`config.mk`:
```
export PLATFORM = sky130hd
export DESIGN_NAME = gate_bist_settle_cnt
export DESIGN_NICKNAME = d
export VERILOG_FILES = /design/src/rtl/gate_bist_settle_cnt.sv
export SDC_FILE = /design/constraint.sdc
export NUM_CORES = 1
export LEC_CHECK = 0
export ABC_AREA = 1
export ABC_CLOCK_PERIOD_IN_PS = 1400
export CELL_PAD_IN_SITES_DETAIL_PLACEMENT = 0
export CELL_PAD_IN_SITES_GLOBAL_PLACEMENT = 1
export CORE_AREA = 2 2 39 41
export CTS_CLUSTER_DIAMETER = 40
export DETAILED_ROUTE_END_ITERATION = 16
export DIE_AREA = 0 0 41 43
export PLACE_DENSITY = 0.71
export SETUP_SLACK_MARGIN = 0.05
export SLEW_MARGIN = 10
export SYNTH_ARGS = -nofsm -noshare
export SYNTH_HDL_FRONTEND = slang
export SYNTH_SLANG_ARGS = --single-unit
```
`constraint.sdc`:
```
create_clock -name clk -period 1.4 [get_ports clk]
set_clock_uncertainty 0.1 [all_clocks]
set_input_delay 0.28 -clock clk [delete_from_list [all_inputs] [get_ports clk]]
set_output_delay 0.28 -clock clk [all_outputs]
set_load 0.01 [all_outputs]
```
`src/rtl/gate_bist_settle_cnt.sv`:
```
`default_nettype none
// ============================================================================
//  Module   : gate_bist_settle_cnt
//  Purpose  : Loadable down-counter with a zero flag; times the settle window
//             each input vector is held before its response is sampled.
//  Ports    : clk, rst (async, active-high)
//             i_load / i_load_val : load a new count (has priority)
//             i_dec               : decrement, saturating at zero
//             o_zero              : count is zero
//  Revision : 1.0 - initial release
// ============================================================================
module gate_bist_settle_cnt #(
    parameter int WIDTH = 4
) (
    input  logic             clk,
    input  logic             rst,
    input  logic             i_load,
    input  logic [WIDTH-1:0] i_load_val,
    input  logic             i_dec,
    output logic             o_zero
);

    logic [WIDTH-1:0] r_count;

    always_ff @(posedge clk or posedge rst) begin
        if (rst) begin
            r_count <= '0;
        end else if (i_load) begin
            r_count <= i_load_val;
        end else if (i_dec && (r_count != '0)) begin
            r_count <= r_count - 1'b1;
        end
    end

    assign o_zero = (r_count == '0);

endmodule
`default_nettype wire

```
==> out/metrics.csv <==
stage,metric,value,unit
die,dieArea,1760,um2
pwr,power_density,1090,nW/um2
clocking,htreeDepth,1,
worst_setup_path,ff2ff_path_depth,9,
finish,seqCellArea,100,um2
global_route,grt_use_total,10.3,%
logic_synthesis,avgSynthCellArea,6.36,um2
worst_setup_path,crit_fanout,2,
logic_synthesis,synthAdderAreaFrac,4.18,%
clocking,cts.sinks,4,
timing,rsz0062_at_grt,yes,
finish,top_regs,r_count: 4 flops,
route,post_drt_wl_per_cell,8.55,um
worst_setup_path,startpoint_type,flip-flop,
global_route,grt_start_max_net_pins,7,
logic_synthesis,syn_inst,47,
run_status,outcome,"complete, but fails checks",
finish,area_growth,76.2,%
global_route,grt_overflow,0,
die,row_count,14,
route,dr.pass1.iters,4,
clocking,clk_pin_slew,40,ps
global_route,first_global_vias,330,
finish,largest_reg_flops,4,
run,cap_violations,0,
finish,top_register,r_count,
worst_setup_path,worstPathRequired,1020,ps
route,routed_wl,727,um
timing,slew_violations,0,
global_route,grt_pass1_wl,1190,um
finish,multi_input_area,196,um2
worst_setup_path,arrival,1030,ps
pwr,p_int,0.384,mW
finish,final_util,38.1,%
place,place.detailed.hpwl,553,um
die,initial_utilization,21.6,%
logic_synthesis,synth_seq_area_share,33.5,%
clocking,cts_tree,yes,
logic_synthesis,synthesis.nets,56,
worst_setup_path,r2r-start,r_count[0]$_DFFE_PP0P_,
logic_synthesis,ys_ff_latch,4,
die,die_h,43,um
place,place_ws,-227,ps
timing,setup_tns,-13.8,ps
worst_setup_path,r2r_end,r_count[0]$_DFFE_PP0P_,
logic_synthesis,yosys.area_share.simple,49.0,%
logic_synthesis,syn_area,299,um2
timing,fmax,707,MHz
worst_setup_path,rrSetupSlack,10,ps
pwr,power,0.572,mW
route,vias_per_cell,4.02,
logic_synthesis,yosysWarnings,0,
finish,nNetsFinal,80,
logic_synthesis,synth.distinct_cells,13,
pwr,peakVddDrop,0.000377,V
route,drt_iter0_markers,6,
worst_setup_path,critPathKind,flip-flop to output pin,
logic_synthesis,muxShareOfSynthArea,0,%
finish,nFillCells,146,
pwr,pwr-share-seq,26.8,%
pwr,sw_frac_of_total,32.8,%
timing,hold_viol,0,
route,drc,0,
timing,setup_ws,-13.8,ps
timing,hold_slack,128,ps
worst_setup_path,crit_path_end_kind,output pin,
timing,setup-violations-final,1,
hold_path,hp-class,input pin to async pin,
pwr,p_leak,0.286,nW
logic_synthesis,synth_top_family_by_area,simple AND/OR/NAND/NOR gates,
logic_synthesis,synth_xor_area_share,0,%
clocking,cts_root_buf,clkbuf_4,
clocking,ctsHoldBuffers,0,
route,ant_nets,0,
global_route,antenna_found_initial,0,
finish,final_layout_size_suffix_gt1_share,39.1,%
run_status,failed_checks,setup timing,
timing,fin_crit_sh,101,%
clocking,clkLatencyLatePin,230,ps
clocking,max-clock-path-buffers,2,
pwr,power_frac_comb,49.1,%
clocking,cts_made_buffers,3,
logic_synthesis,synth-compound-area-share,3.35,%
die,num_io_pins,9,
route,vias,342,
place,portBuffers,8,
timing,fin_crit,1410,ps
timing,relSlewSlack,84.1,%
die,fp.dieW,41,um
die,core-area,1380,um2
finish,diodes,0,
timing,tightest_slew,236,ps
pwr,p_clk_share,24.1,%
place,routabilityCongestion,0.676,
pwr,p_sw,0.187,mW
worst_setup_path,crit_start,r_count[0]$_DFFE_PP0P_,
## layer usage
metal | track usage [%] | up-vias | routed length (um)
li1 | - | 187 | -
met1 | 10.8 | 151 | 324
met2 | 15.9 | 4 | 366
met3 | 4.71 | 0 | 35
met4 | 6.00 | 0 | 0
met5 | 0 | - | 0
## cells by family (layout without fill, tap and decap cells)
logic type | count (synthesis) | after routing
AOI/OAI and AO/OA | 2 | 2
adders and majority gates | 1 | 1
buffers and inverters | 8 | 30
DFF | 4 | 4
and+or+nand+nor | 32 | 32
## timing repair
item                                   in CTS  in global routing
buffers inserted                            2                  0
pin swaps                                   6                  5
gates resized for setup                     5                  8
setup endpoints to repair                   1                  5
endpoints found under the hold margin       0                  0
## cell type report
| class | count | area share (%) |
|---|---|---|
| tap | 16 | 3.80 |
| timing repair buffer | 19 | 29.9 |
| inverter | 8 | 5.70 |
| sequential | 4 | 19.0 |
| multi-input combinational | 35 | 37.3 |
| clock buffer | 3 | 4.28 |
## metrics by stage
stage                     std cells  area (um2)
final                            85         527
after global routing             85         527
after CTS                        85         502
after detailed placement         80         467
after global placement           80         467
after floorplan                  47         299
## worst max path at each step
stage                     slack (ps)     end  depth (start not counted)
final                            -10  o_zero                          5
after floorplan                  210  o_zero                          4
after CTS                        -50  o_zero                          5
after global placement          -200  o_zero                          5
after global routing             -50  o_zero                          5
after detailed placement        -230  o_zero                          5
## power by group through the flow
stage               sequential (mW)  combinational (mW)  clock (mW)
detailed placement            0.153               0.243           0
global route                  0.156               0.314       0.151
finish                        0.153               0.281       0.138
global placement              0.152               0.242           0
floorplan                     0.157               0.115           0
CTS                           0.151               0.256       0.143
## worst max-delay path, stage by stage (launching register included)
cell and delay (ps):
dfrtp_1 370, inv_2 80, ha_4 130, nand2_2 50, inv_1 50, buf_2 110
## Yosys cell counts, drive strengths merged
cell	number	area share (%)
clkinv	1	1.3
dfrtp	4	33
inv	7	8.8
nand3b	2	5.0
o21ai	2	3.3
ha	1	4.2
nor2	3	4.6
nand3	3	5.0
nand2	24	34
## placed cells by master, fill, tap and decap left out
cell type	n
clkdlybuf4s50_1	7
buf_2	1
ha_4	1
nand2_1	17
clkinv_1	1
buf_4	11
nand2_2	5
inv_1	4
dfrtp_1	4
nand3_1	3
o21ai_0	2
nand2_4	2
nor2_2	1
inv_2	3
clkbuf_4	3
nor2_1	2
nand3b_1	2
No activity file was read; power rests on OpenSTA's default activity.
